===== src/rtl/seven_seg_pkg.sv =====
// rtl/seven_seg_pkg.sv - shared widths and segment patterns for the seven-segment scan counter
// Contents: COMPARE_W / DIGITS / BCD_W widths, SEG_0..SEG_9 and SEG_BLANK patterns.
// Segment bit order: bit0 = a ... bit6 = g, active-high.
package seven_seg_pkg;

  localparam int COMPARE_W = 24;
  localparam int DIGITS    = 4;
  localparam int BCD_W     = 16;

  localparam logic [6:0] SEG_0     = 7'h3F;
  localparam logic [6:0] SEG_1     = 7'h06;
  localparam logic [6:0] SEG_2     = 7'h5B;
  localparam logic [6:0] SEG_3     = 7'h4F;
  localparam logic [6:0] SEG_4     = 7'h66;
  localparam logic [6:0] SEG_5     = 7'h6D;
  localparam logic [6:0] SEG_6     = 7'h7D;
  localparam logic [6:0] SEG_7     = 7'h07;
  localparam logic [6:0] SEG_8     = 7'h7F;
  localparam logic [6:0] SEG_9     = 7'h6F;
  localparam logic [6:0] SEG_BLANK = 7'h00;

endpackage


===== src/rtl/seven_seg_decode.sv =====
// rtl/seven_seg_decode.sv - combinational BCD digit to seven-segment pattern decoder
// Ports:
//   bcd  in   4  BCD digit (values above 9 decode to blank)
//   seg  out  7  segment pattern, bit0 = a ... bit6 = g, active-high
module seven_seg_decode
  import seven_seg_pkg::*;
(
  input  logic [3:0] bcd,
  output logic [6:0] seg
);

  always_comb begin
    seg = SEG_BLANK;
    case (bcd)
      4'd0:    seg = SEG_0;
      4'd1:    seg = SEG_1;
      4'd2:    seg = SEG_2;
      4'd3:    seg = SEG_3;
      4'd4:    seg = SEG_4;
      4'd5:    seg = SEG_5;
      4'd6:    seg = SEG_6;
      4'd7:    seg = SEG_7;
      4'd8:    seg = SEG_8;
      4'd9:    seg = SEG_9;
      default: seg = SEG_BLANK;
    endcase
  end

endmodule


===== src/rtl/seven_seg_scan_counter.sv =====
// rtl/seven_seg_scan_counter.sv - prescaled 4-digit BCD counter with multiplexed seven-segment scan
// Ports:
//   clk             in   1   system clock
//   reset_n         in   1   asynchronous active-low reset
//   compare_in      in   24  new prescaler period
//   update_compare  in   1   one-cycle load strobe for compare_in
//   enable          in   1   1 = prescaler runs, 0 = prescaler and count frozen
//   clear           in   1   synchronous clear of count and prescaler
//   led_out         out  7   segment pattern of the selected digit
//   digit_sel_n     out  4   one-cold digit select, bit0 = units
//   count_out       out  16  BCD count, [3:0] = units
//   second_tick     out  1   one-cycle pulse per prescaler wrap
module seven_seg_scan_counter
  import seven_seg_pkg::*;
#(
  parameter logic [COMPARE_W-1:0] DEFAULT_COMPARE = 24'd10_000_000,
  parameter logic [15:0]          SCAN_DIV        = 16'd10_000
) (
  input  logic                 clk,
  input  logic                 reset_n,
  input  logic [COMPARE_W-1:0] compare_in,
  input  logic                 update_compare,
  input  logic                 enable,
  input  logic                 clear,
  output logic [6:0]           led_out,
  output logic [DIGITS-1:0]    digit_sel_n,
  output logic [BCD_W-1:0]     count_out,
  output logic                 second_tick
);

  logic [COMPARE_W-1:0] compare_reg;
  logic [COMPARE_W-1:0] prescaler;
  logic [BCD_W-1:0]     count;
  logic [BCD_W-1:0]     count_inc;
  logic                 prescale_wrap;

  logic [15:0]          scan_cnt;
  logic [1:0]           digit_idx;
  logic [1:0]           next_idx;
  logic                 scan_wrap;
  logic [3:0]           next_digit;
  logic [6:0]           next_seg;

  // >= rather than == keeps the prescaler bounded even if it ever sits above
  // the period; a load always clears it, so in practice this is an equality.
  assign prescale_wrap = enable && (prescaler >= (compare_reg - COMPARE_W'(1)));

  // Ripple-carry BCD increment: each digit rolls 9 -> 0 and passes the carry up,
  // so 9999 rolls cleanly to 0000.
  always_comb begin
    logic carry;
    count_inc = count;
    carry     = 1'b1;
    for (int i = 0; i < DIGITS; i++) begin
      if (carry) begin
        if (count[i*4 +: 4] >= 4'd9) begin
          count_inc[i*4 +: 4] = 4'd0;
        end else begin
          count_inc[i*4 +: 4] = count[i*4 +: 4] + 4'd1;
          carry               = 1'b0;
        end
      end
    end
  end

  // Priority: clear > compare load > prescaler wrap. A load and a clear on the
  // same edge both take effect; a load suppresses any coincident wrap.
  always_ff @(posedge clk or negedge reset_n) begin
    if (!reset_n) begin
      compare_reg <= DEFAULT_COMPARE;
      prescaler   <= '0;
      count       <= '0;
      second_tick <= 1'b0;
    end else begin
      second_tick <= 1'b0;
      if (update_compare) begin
        compare_reg <= (compare_in == '0) ? COMPARE_W'(1) : compare_in;
        prescaler   <= '0;
      end
      if (clear) begin
        count     <= '0;
        prescaler <= '0;
      end else if (!update_compare && enable) begin
        if (prescale_wrap) begin
          prescaler   <= '0;
          count       <= count_inc;
          second_tick <= 1'b1;
        end else begin
          prescaler <= prescaler + COMPARE_W'(1);
        end
      end
    end
  end

  assign count_out = count;

  // Scanner is free-running: it ignores enable and clear so the display never stalls.
  assign scan_wrap  = (scan_cnt >= (SCAN_DIV - 16'd1));
  assign next_idx   = scan_wrap ? (digit_idx + 2'd1) : digit_idx;
  assign next_digit = count[{next_idx, 2'b00} +: 4];

  seven_seg_decode u_decode (
    .bcd (next_digit),
    .seg (next_seg)
  );

  // Select and pattern are both registered from next_idx so they switch together.
  always_ff @(posedge clk or negedge reset_n) begin
    if (!reset_n) begin
      scan_cnt    <= '0;
      digit_idx   <= '0;
      led_out     <= SEG_0;
      digit_sel_n <= 4'b1110;
    end else begin
      scan_cnt    <= scan_wrap ? 16'd0 : (scan_cnt + 16'd1);
      digit_idx   <= next_idx;
      led_out     <= next_seg;
      digit_sel_n <= ~(4'b0001 << next_idx);
    end
  end

endmodule


===== config.mk =====
export PLATFORM = sky130hd
export DESIGN_NAME = seven_seg_scan_counter
export DESIGN_NICKNAME = d
export VERILOG_FILES = /design/src/rtl/seven_seg_pkg.sv /design/src/rtl/seven_seg_decode.sv /design/src/rtl/seven_seg_scan_counter.sv
export SDC_FILE = /design/constraint.sdc
export NUM_CORES = 1
export LEC_CHECK = 0
export BUFFER_PORTS_ARGS = -buffer_cell sky130_fd_sc_hd__buf_4
export CORE_MARGIN = 10
export CORE_UTILIZATION = 29
export DETAILED_ROUTE_END_ITERATION = 12
export PLACE_DENSITY = 0.57
export SLEW_MARGIN = 0
export SYNTH_ARGS = -nofsm -noshare
export SYNTH_HDL_FRONTEND = slang
export SYNTH_SLANG_ARGS = --single-unit

===== constraint.sdc =====
create_clock -name clk -period 5.45 [get_ports clk]
set_clock_uncertainty 0.05 [all_clocks]
set_input_delay 0.2725 -clock clk [delete_from_list [all_inputs] [get_ports clk]]
set_output_delay 0.2725 -clock clk [all_outputs]
set_load 0.01 [all_outputs]

==> results.json, run 1 <==
{
  "outcome": "finished clean",
  "layout.nets": 724,
  "cp.required_ns": 5.67,
  "drtPass1Iterations": 6,
  "p_leak_nw": 2.93,
  "drtIter0Drc": 226,
  "whs_ns": 0.106,
  "clk_pin_slew_worst_paths_ns": 0.07,
  "ys_types": 61,
  "synth_top_family_by_area": "simple AND/OR/NAND/NOR gates",
  "p_int_mw": 1.35,
  "crit_path_max_fanout": 20,
  "wire_per_inst_microns": 16.1,
  "die_x_microns": 161,
  "cp-end-kind": "flip-flop",
  "start_kind": "flip-flop",
  "postCtsHoldBufs": 1,
  "dieArea_sq_um": 25800,
  "fin_tns_setup_ns": 0,
  "clock_sinks": 94,
  "irDropWorstVdd_uv": 204,
  "path_class": "reg -> reg",
  "grt_usage": 0.116,
  "cp_cell_sequence": "or4_1 > nor4_1 > nand4b_1 > nor3_1 > xnor2_1 > ha_1 > a21o_1 > a21o_1 > a21oi_1 > o211ai_1 > or4_4 > or3_1 > o21ai_0",
  "layout_worst_path_cycle_share": 0.826,
  "cts_buffers": 9,
  "ys.flop_type": "dfrtp_1",
  "htreeDepth": 3,
  "relSlewSlack": 0.489,
  "clockBufferDepth": 2,
  "power_density_nw_per_um2": 292,
  "ant_nets": 0,
  "fmax_mhz": 222,
  "cts_root_buffer": "clkbuf_16",
  "routed_via_density": 4.97,
  "worst_pin_slew_ns": 0.759,
  "place.gp.congestion": 0.785,
  "antenna_found_initial": 0,
  "pwr-share-seq": 0.450,
  "slew_violations": 0,
  "drive_above_1_share": 0.192,
  "syn-cell-area_sq_um": 5750,
  "grt_first_pass_wirelength_mm": 24.6,
  "setup_violations": 0,
  "async_flop_share": 1.00,
  "routed_wirelength_mm": 14.8,
  "setup_ws_ns": 0.950,
  "areaGrowthSynthToFinish_pct": 17.3,
  "synth_compound_area_frac": 0.144,
  "pre_cts_ws_ns": 0.940,
  "clkPwrFrac": 0.307,
  "ios": 57,
  "synthMuxAreaShare": 0.0688,
  "cts_tree": "built",
  "grt_overflow_total": 0,
  "core_sq_um": 19500,
  "hp-class": "in -> reg",
  "p_switching_uw": 614,
  "grt_pass1_vias": 4606,
  "post_cts_buffers": 0,
  "yosysWarnings": 0,
  "syn_inst": 594,
  "num_rows": 51,
  "port_buffers": 56,
  "drv_cap": 0,
  "vias": 4576,
  "insertion_delay_ns": 0.35,
  "slowest_delay_ns": 0.70,
  "placed_cell_area_sq_um": 6450,
  "fin_area_sq_um": 6740,
  "path_common_cell": "a21o_1",
  "synth_xor_area_frac": 0.0533,
  "hpwl_mm": 11.2,
  "cp_slowest_cell": "or4_4",
  "synth_edf_count": 0,
  "synth.yosys.seq_area_share": 0.413,
  "final_util": 0.346,
  "netSwitchingFraction": 0.312,
  "fin_crit_ns": 4.50,
  "cts_resized": 0,
  "diodes": 0,
  "start_util": 0.295,
  "synth.avg_cell_area_sq_um": 9.67,
  "grt_max_degree": 53,
  "pwr-share-comb": 0.243,
  "synthAdderAreaFrac": 0.0980,
  "fp.dieH_microns": 161,
  "p_total_mw": 1.97,
  "cp.arrival_ns": 4.72,
  "finalHoldViolCount": 0,
  "final_cells": 920,
  "yosys.area_share.simple": 0.194,
  "ys_seq_elements": 94,
  "drcViolationCount": 0,
  "dp_cells": 902,
  "rsz0062_at_grt": "no"
}
==> power groups by stage <==
stage / clock, mW / sequential [mW] / combinational [mW]
after CTS: 0.619 / 0.885 / 0.489
after global routing: 0.653 / 0.898 / 0.540
after floorplan: 0 / 0.873 / 0.316
after detailed placement: 0 / 0.896 / 0.484
after global placement: 0 / 0.897 / 0.482
final: 0.605 / 0.885 / 0.478
==> placed cells by master (no fill, tap or decap), types with 18 or more instances in the layout <==
master | Yosys | layout
mux2_2 | 24 | 24
a21oi_1 | 36 | 36
xnor2_1 | 19 | 19
nor2_1 | 48 | 48
nand2_1 | 44 | 44
o21ai_0 | 29 | 29
nand3_1 | 26 | 26
ha_1 | 45 | 45
dfrtp_1 | 77 | 77
buf_4 | 0 | 60
nor3_1 | 18 | 18
inv_1 | 23 | 23
==> synth_stat cells (all sizes together), types with 3 or more instances <==
library cell / instances / area [sq um]
a22o: 5 / 43.8
mux2: 24 / 270
and3: 12 / 75.1
dfstp: 17 / 447
xnor2: 19 / 166
mux2i: 8 / 80.1
inv: 23 / 86.3
ha: 45 / 563
nor3: 18 / 90.1
a211o: 3 / 26.3
nor2: 48 / 180
nand2: 45 / 171
buf: 5 / 28.8
nand4: 13 / 81.3
or3: 9 / 56.3
nor4: 15 / 109
a31oi: 7 / 43.8
o21a: 7 / 52.6
xor2: 16 / 140
a21o: 14 / 106
nor4b: 3 / 26.3
and2: 5 / 31.3
nor3b: 5 / 37.5
clkbuf: 12 / 45.0
o22ai: 4 / 25.0
nand3: 26 / 130
a21oi: 36 / 180
dfrtp: 77 / 1930
o21ai: 31 / 155
o31ai: 7 / 52.6
or4: 3 / 26.3
==> logic make-up after synthesis <==
| kind of cell | Yosys count |
|---|---|
| AO/OA/AOI/OAI | 130 |
| AND/OR/NAND/NOR | 215 |
| buffers and inverters | 40 |
| XOR/XNOR | 35 |
| flip-flops | 94 |
| adder cells (fa/ha/maj) | 45 |
| other | 1 |
| multiplexers | 34 |
==> layer usage <==
metal	global-route usage	wire, microns
met5	0	0
met1	0.149	6940
met4	0.0339	217
met3	0.0304	659
met2	0.186	7010
==> worst max-delay path, delay by kind of cell, from the launching register on <==
kind                     cells  cell delay [ns]
AO/OA/AOI/OAI                5             0.86
XOR/XNOR                     1             0.15
adder cells (fa/ha/maj)      1             0.26
flip-flops                   1             0.40
AND/OR/NAND/NOR              6             2.70
==> layout make-up <==
class	instances	area, sq um
multi-input combinational	461	3220
sequential	94	2370
inverter	23	86.3
clock inverter	2	10.0
fill	2009	12700
tap	265	332
clock buffer	14	264
timing repair buffer	61	460
==> worst paths after layout <==
path	startpoint	endpoint	slack, ns	cells after the start
setup / recovery	compare_reg[5]$_DFFE_PN0P_	prescaler[13]$_DFFE_PN0P_	0.95	13
hold / removal	compare_in[1]	compare_reg[1]$_DFFE_PN0P_	0.11	3
setup reg to reg	compare_reg[5]$_DFFE_PN0P_	prescaler[13]$_DFFE_PN0P_	0.95	13
hold reg to reg	scan_cnt[0]$_DFF_PN0_	scan_cnt[0]$_DFF_PN0_	0.44	1
max in group asynchronous	reset_n	scan_cnt[2]$_DFF_PN0_	3.85	3
min in group asynchronous	reset_n	compare_reg[11]$_DFFE_PN0P_	0.43	2
No activity file was read; power rests on OpenSTA's default activity.
==> run 2: changes to the inputs <==
--- a/config.mk
+++ b/config.mk
@@ -9,7 +9,7 @@
 export CORE_MARGIN = 10
 export CORE_UTILIZATION = 29
 export DETAILED_ROUTE_END_ITERATION = 12
-export PLACE_DENSITY = 0.57
+export PLACE_DENSITY = 0.59
 export SLEW_MARGIN = 0
 export SYNTH_ARGS = -nofsm -noshare
 export SYNTH_HDL_FRONTEND = slang
==> constraint.sdc (replaced) <==
create_clock -name clk -period 3.7 [get_ports clk]
set_clock_uncertainty 0.05 [all_clocks]
set_input_delay 0.185 -clock clk [delete_from_list [all_inputs] [get_ports clk]]
set_output_delay 0.185 -clock clk [all_outputs]
set_load 0.01 [all_outputs]
==> results.json, run 2 (synthesized netlist as in run 1, its figures left out) <==
{
  "clk_pin_slew_worst_paths_ns": 0.07,
  "routed_via_density": 5.04,
  "p_leak_nw": 3.14,
  "seq_area_sq_um": 2370,
  "fin_crit_ns": 3.94,
  "fin_area_sq_um": 7290,
  "num_rows": 51,
  "ios": 57,
  "wire_per_inst_microns": 15.5,
  "areaGrowthSynthToFinish_pct": 26.8,
  "diodes": 0,
  "power_density_nw_per_um2": 413,
  "drive_above_1_share": 0.287,
  "layout.nets": 760,
  "cts_root_buffer": "clkbuf_16",
  "htreeDepth": 3,
  "drtPass1Iterations": 4,
  "most-common-layout-cells": "buf_4, dfrtp_1, nor2_1, ha_1, nand2_1",
  "cts_buffers": 9,
  "slew_violations": 0,
  "path_class": "reg -> reg",
  "grt_max_degree": 48,
  "start_util": 0.295,
  "fill_cells": 1949,
  "fin_tns_setup_ns": -6.26,
  "violations": "setup timing",
  "vias": 4819,
  "insertion_delay_ns": 0.36,
  "core_sq_um": 19500,
  "fp.dieH_microns": 161,
  "grt_pass1_vias": 4802,
  "outcome": "finished, violations left",
  "hp-class": "in -> reg",
  "grt_overflow_total": 0,
  "grt_first_pass_wirelength_mm": 24.6,
  "multi_input_area_sq_um": 3430,
  "dieArea_sq_um": 25800,
  "cp-end-kind": "flip-flop",
  "cp.arrival_ns": 4.17,
  "setup_violations": 40,
  "hpwl_mm": 10.7,
  "placed_cell_area_sq_um": 6690,
  "p_total_mw": 3.01,
  "layout_worst_path_cycle_share": 1.07,
  "rsz0062_at_grt": "yes",
  "wl_met3_microns": 793,
  "fmax_mhz": 254,
  "place.gp.congestion": 0.793,
  "drv_cap": 0,
  "antenna_found_initial": 0,
  "crit_path_max_fanout": 6,
  "clockBufferDepth": 2,
  "final_util": 0.374,
  "worst_pin_slew_ns": 0.687,
  "pre_cts_ws_ns": -0.222,
  "grt_usage": 0.113,
  "drtIter0Drc": 218,
  "relSlewSlack": 0.538,
  "top_layer": "met4",
  "finalHoldViolCount": 0,
  "wl_met1_mm": 6.96,
  "cp.required_ns": 3.92,
  "routed_wirelength_mm": 14.8,
  "port_buffers": 56,
  "die_x_microns": 161,
  "final_common_cell": "buf_4",
  "ant_nets": 0,
  "wl_met2_mm": 6.95,
  "setup_ws_ns": -0.243,
  "irDropWorstVdd_uv": 318,
  "cts_tree": "built",
  "drcViolationCount": 0,
  "start_kind": "flip-flop",
  "clock_sinks": 94
}
[run 2: changes by cell type in the layout (fill, tap and decap cells not counted), moves of 5 or more]
cell	delta
o21ai_0	-8
nor3_2	+5
a21oi_1	-6
buf_4	+26
buf_6	+7
a21oi_2	+5
nor3_1	-5
[run 2: layer usage]
layer,GRT usage,vias up
met2,0.185,103
met3,0.0340,14
met1,0.144,2338
met5,0,-
met4,0.0232,0
li1,-,2364
[run 2: worst paths after layout]
path | slack [ns] | end | depth (start not counted) | from
worst max-delay path | -0.24 | count_out[2]$_DFFE_PN0P_ | 15 | compare_reg[5]$_DFFE_PN0P_
worst min-delay path | 0.02 | compare_reg[1]$_DFFE_PN0P_ | 3 | compare_in[1]
worst max register to register | -0.24 | count_out[2]$_DFFE_PN0P_ | 15 | compare_reg[5]$_DFFE_PN0P_
worst min register to register | 0.44 | scan_cnt[0]$_DFF_PN0_ | 1 | scan_cnt[0]$_DFF_PN0_
max in group asynchronous | 2.44 | count_out[3]$_DFFE_PN0P_ | 3 | reset_n
min in group asynchronous | 0.23 | prescaler[20]$_DFFE_PN0P_ | 2 | reset_n
[run 2: per-stage QoR]
step | hold WS, ns | instances
2_1_floorplan | -0.161 | 595
3_3_place_gp | 0.0774 | 926
3_5_place_dp | 0.0755 | 926
4_1_cts | 0.00925 | 949
5_1_grt | 0.0163 | 956
6_report | 0.0169 | 956
[run 2: worst max-delay path, cell delays in order (launching register included)]
cell and delay (ns):
dfrtp_1 0.38, or4_4 0.56, nor4_4 0.26, nand4_1 0.19, buf_4 0.19, nor3b_2 0.18, xnor2_1 0.10, ha_1 0.30
nand4_1 0.14, buf_4 0.17, o211ai_1 0.37, buf_4 0.20, buf_4 0.11, o21ai_4 0.07, or4b_1 0.47, a21oi_1 0.13
[run 2: final cells by class]
type | count | share of cell area
tap | 265 | 0.0455
inverter | 23 | 0.0118
sequential | 94 | 0.326
clock buffer | 9 | 0.0309
timing repair buffer | 95 | 0.104
clock inverter | 7 | 0.0112
multi-input combinational | 463 | 0.471
[run 2: what timing repair did]
| item | 4_1_cts | 5_1_grt |
|---|---|---|
| buffers inserted | 7 | 6 |
| hold endpoints to repair | 24 | 0 |
| cloned | 1 | 1 |
| gates resized for setup | 19 | 29 |
| endpoints found under the setup margin | 36 | 41 |
| hold buffers | 1 | 0 |
| pin swaps | 18 | 11 |
[run 2: report_power, final]
part / total (mW) / internal [mW] / switching, mW
logic: 0.739 / 0.357 / 0.382
registers: 1.30 / 1.17 / 0.129
clock network: 0.972 / 0.534 / 0.438
total: 3.01 / 2.06 / 0.949
==> run 3: changes to the inputs <==
--- a/config.mk
+++ b/config.mk
@@ -7,10 +7,11 @@
 export LEC_CHECK = 0
 export BUFFER_PORTS_ARGS = -buffer_cell sky130_fd_sc_hd__buf_4
 export CORE_MARGIN = 10
-export CORE_UTILIZATION = 29
+export CORE_UTILIZATION = 54
 export DETAILED_ROUTE_END_ITERATION = 12
-export PLACE_DENSITY = 0.59
-export SLEW_MARGIN = 0
+export PLACE_DENSITY = 0.89
+export SLEW_MARGIN = 40
 export SYNTH_ARGS = -nofsm -noshare
 export SYNTH_HDL_FRONTEND = slang
+export SYNTH_HIERARCHICAL = 1
 export SYNTH_SLANG_ARGS = --single-unit
==> results.json, run 3 <==
{
  "most-common-layout-cells": "buf_4, dfrtp_1, nor2_1, nand2_1, ha_1",
  "irDropWorstVdd_uv": 308,
  "routed_wirelength_mm": 16.7,
  "ys_types": 65,
  "yosysTopAreaCell": "dfrtp_1",
  "yosysWarnings": 6,
  "place.gp.congestion": 0.902,
  "routed_via_density": 6.48,
  "grt_first_pass_wirelength_mm": 24.1,
  "relSlewSlack": 0.343,
  "synth.yosys.seq_area_share": 0.407,
  "synth.avg_cell_area_sq_um": 9.51,
  "vias": 5515,
  "clockBufferDepth": 2,
  "setup_violations": 39,
  "wire_per_inst_microns": 19.6,
  "grt_max_degree": 80,
  "syn_inst": 613,
  "cp-end-kind": "flip-flop",
  "clk_pin_slew_worst_paths_ns": 0.10,
  "port_buffers": 56,
  "layout_worst_path_cycle_share": 1.08,
  "cts_tree": "built",
  "fin_crit_ns": 4.00,
  "drtPass1Iterations": 6,
  "cp.required_ns": 3.93,
  "num_rows": 37,
  "pre_cts_ws_ns": -0.214,
  "ys.flop_type": "dfrtp_1",
  "setup_ws_ns": -0.297,
  "violations": "hold timing, setup timing",
  "drcViolationCount": 0,
  "worst_pin_slew_ns": 0.978,
  "areaGrowthSynthToFinish_pct": 23.7,
  "clock_sinks": 94,
  "rsz0062_at_grt": "yes",
  "grtUsageMet1": 0.231,
  "power_density_nw_per_um2": 374,
  "grtUsageMet3": 0.0466,
  "cts_root_buffer": "clkbuf_8",
  "hp-class": "in -> reg",
  "cp.arrival_ns": 4.23,
  "yosysMostFrequentCell": "dfrtp_1",
  "antenna_found_initial": 0,
  "start_kind": "flip-flop",
  "grt_usage": 0.191,
  "path_class": "reg -> reg",
  "crit_path_max_fanout": 30,
  "ant_nets": 0,
  "grt_overflow_total": 0,
  "fp.dieH_microns": 124,
  "synth.area.top_cells": "dfrtp_1, ha_1, dfstp_2, mux2_2, nor2_1",
  "cts_buffers": 9,
  "diodes": 0,
  "finalHoldViolCount": 1,
  "synth_edf_count": 0,
  "hpwl_mm": 10.4,
  "grt_pass1_vias": 5230,
  "ios": 57,
  "drive_above_1_share": 0.299,
  "placed_cell_area_sq_um": 6630,
  "whs_ns": -0.000693,
  "syn-cell-area_sq_um": 5830,
  "p_leak_nw": 3.08,
  "dieArea_sq_um": 15400,
  "slew_violations": 0,
  "die_x_microns": 124,
  "core_sq_um": 10400,
  "layout.nets": 784,
  "grt_use_met2": 0.314,
  "drv_cap": 0,
  "start_util": 0.560,
  "final_common_cell": "buf_4",
  "fin_area_sq_um": 7210,
  "async_flop_share": 1.00,
  "synth_top_area_share": 0.330,
  "ys_seq_elements": 94,
  "p_total_mw": 2.70,
  "outcome": "finished, violations left",
  "ys_top_cells_by_count": "dfrtp_1, nor2_1, nand2_1",
  "fmax_mhz": 250,
  "final_util": 0.692,
  "drtIter0Drc": 627,
  "htreeDepth": 3,
  "grt_busiest_layer": "met2",
  "insertion_delay_ns": 0.39
}
## run 3: cell types whose count changed after synthesis, moves of 6 or more
cell | previous run | this run
a21o_1 | 13 | 4
mux2i_1 | 8 | 2
a31oi_1 | 7 | 20
nor2_1 | 48 | 55
nand2_1 | 44 | 51
o21ai_0 | 29 | 15
## run 3: power by group
part           switching (mW)  internal [mW]  leakage (nW)  total [mW]
Sequential              0.121           1.16          1.20        1.28
Combinational           0.381          0.365          1.79       0.746
Clock                   0.399          0.269        0.0866       0.669
Total                   0.901           1.80          3.08        2.70
## run 3: repair_timing
item	CTS	global route
setup endpoints to repair	38	41
hold buffers	6	0
gates cloned	0	1
gates resized for setup	12	45
pin swaps	8	22
setup buffers	1	8
hold endpoints to repair	75	0
## run 3: logic make-up (layout without fill, tap and decap cells)
kind of cell    Yosys count  in the layout  share of synthesized area
compound gates          132            132                      0.148
xor+xnor                 35             35                     0.0526
fa+ha+maj                45             45                     0.0965
buf+inv                  44            145                     0.0333
flops                    94             94                      0.407
mux                      27             27                     0.0517
other cells               1              2                   0.000643
simple gates            235            235                      0.210
## run 3: worst paths after layout
path | startpoint | end | slack, ns | cells after the start
min | compare_in[18] | compare_reg[18]$_DFFE_PN0P_ | -0.0007 | 2
max | compare_reg[11]$_DFFE_PN0P_ | prescaler[11]$_DFFE_PN0P_ | -0.30 | 14
min reg2reg | scan_cnt[0]$_DFF_PN0_ | scan_cnt[0]$_DFF_PN0_ | 0.46 | 1
max in group asynchronous | reset_n | digit_sel_n[3]$_DFF_PN1_ | 2.49 | 3
min in group asynchronous | reset_n | prescaler[2]$_DFFE_PN0P_ | 0.35 | 2
max reg2reg | compare_reg[11]$_DFFE_PN0P_ | prescaler[11]$_DFFE_PN0P_ | -0.30 | 14
## run 3: routing by layer
metal,part of all wire,up-vias
li1,-,2433
met1,0.38,2632
met2,0.49,340
met3,0.077,110
met4,0.055,0
met5,0,-
## run 3: final cells by class
class | count | area [sq um]
Clock buffer | 11 | 141
Fill cell | 679 | 3200
Sequential cell | 94 | 2370
Clock inverter | 5 | 41.3
Inverter | 23 | 86.3
Tap cell | 136 | 170
Timing Repair Buffer | 106 | 855
Multi-Input combinational cell | 476 | 3550
## run 3: per-stage QoR
stage,instances,TNS (ns)
global route,851,-14.68
CTS,842,-0.212
detailed placement,819,-4.43
floorplan,614,0
global placement,819,-0.000914
finish,851,-6.44
## run 3: worst max-delay path, stage by stage (launching register included)
cell      delay [ns]
dfrtp_1         0.41
or4_4           0.57
nor3_4          0.22
buf_4           0.16
nand3_1         0.14
xor2_1          0.20
ha_1            0.35
nand4_4         0.13
nor2_1          0.08
a311oi_2        0.42
nand3_2         0.25
nor3_4          0.37
buf_12          0.22
a21oi_1         0.08
a31oi_1         0.22
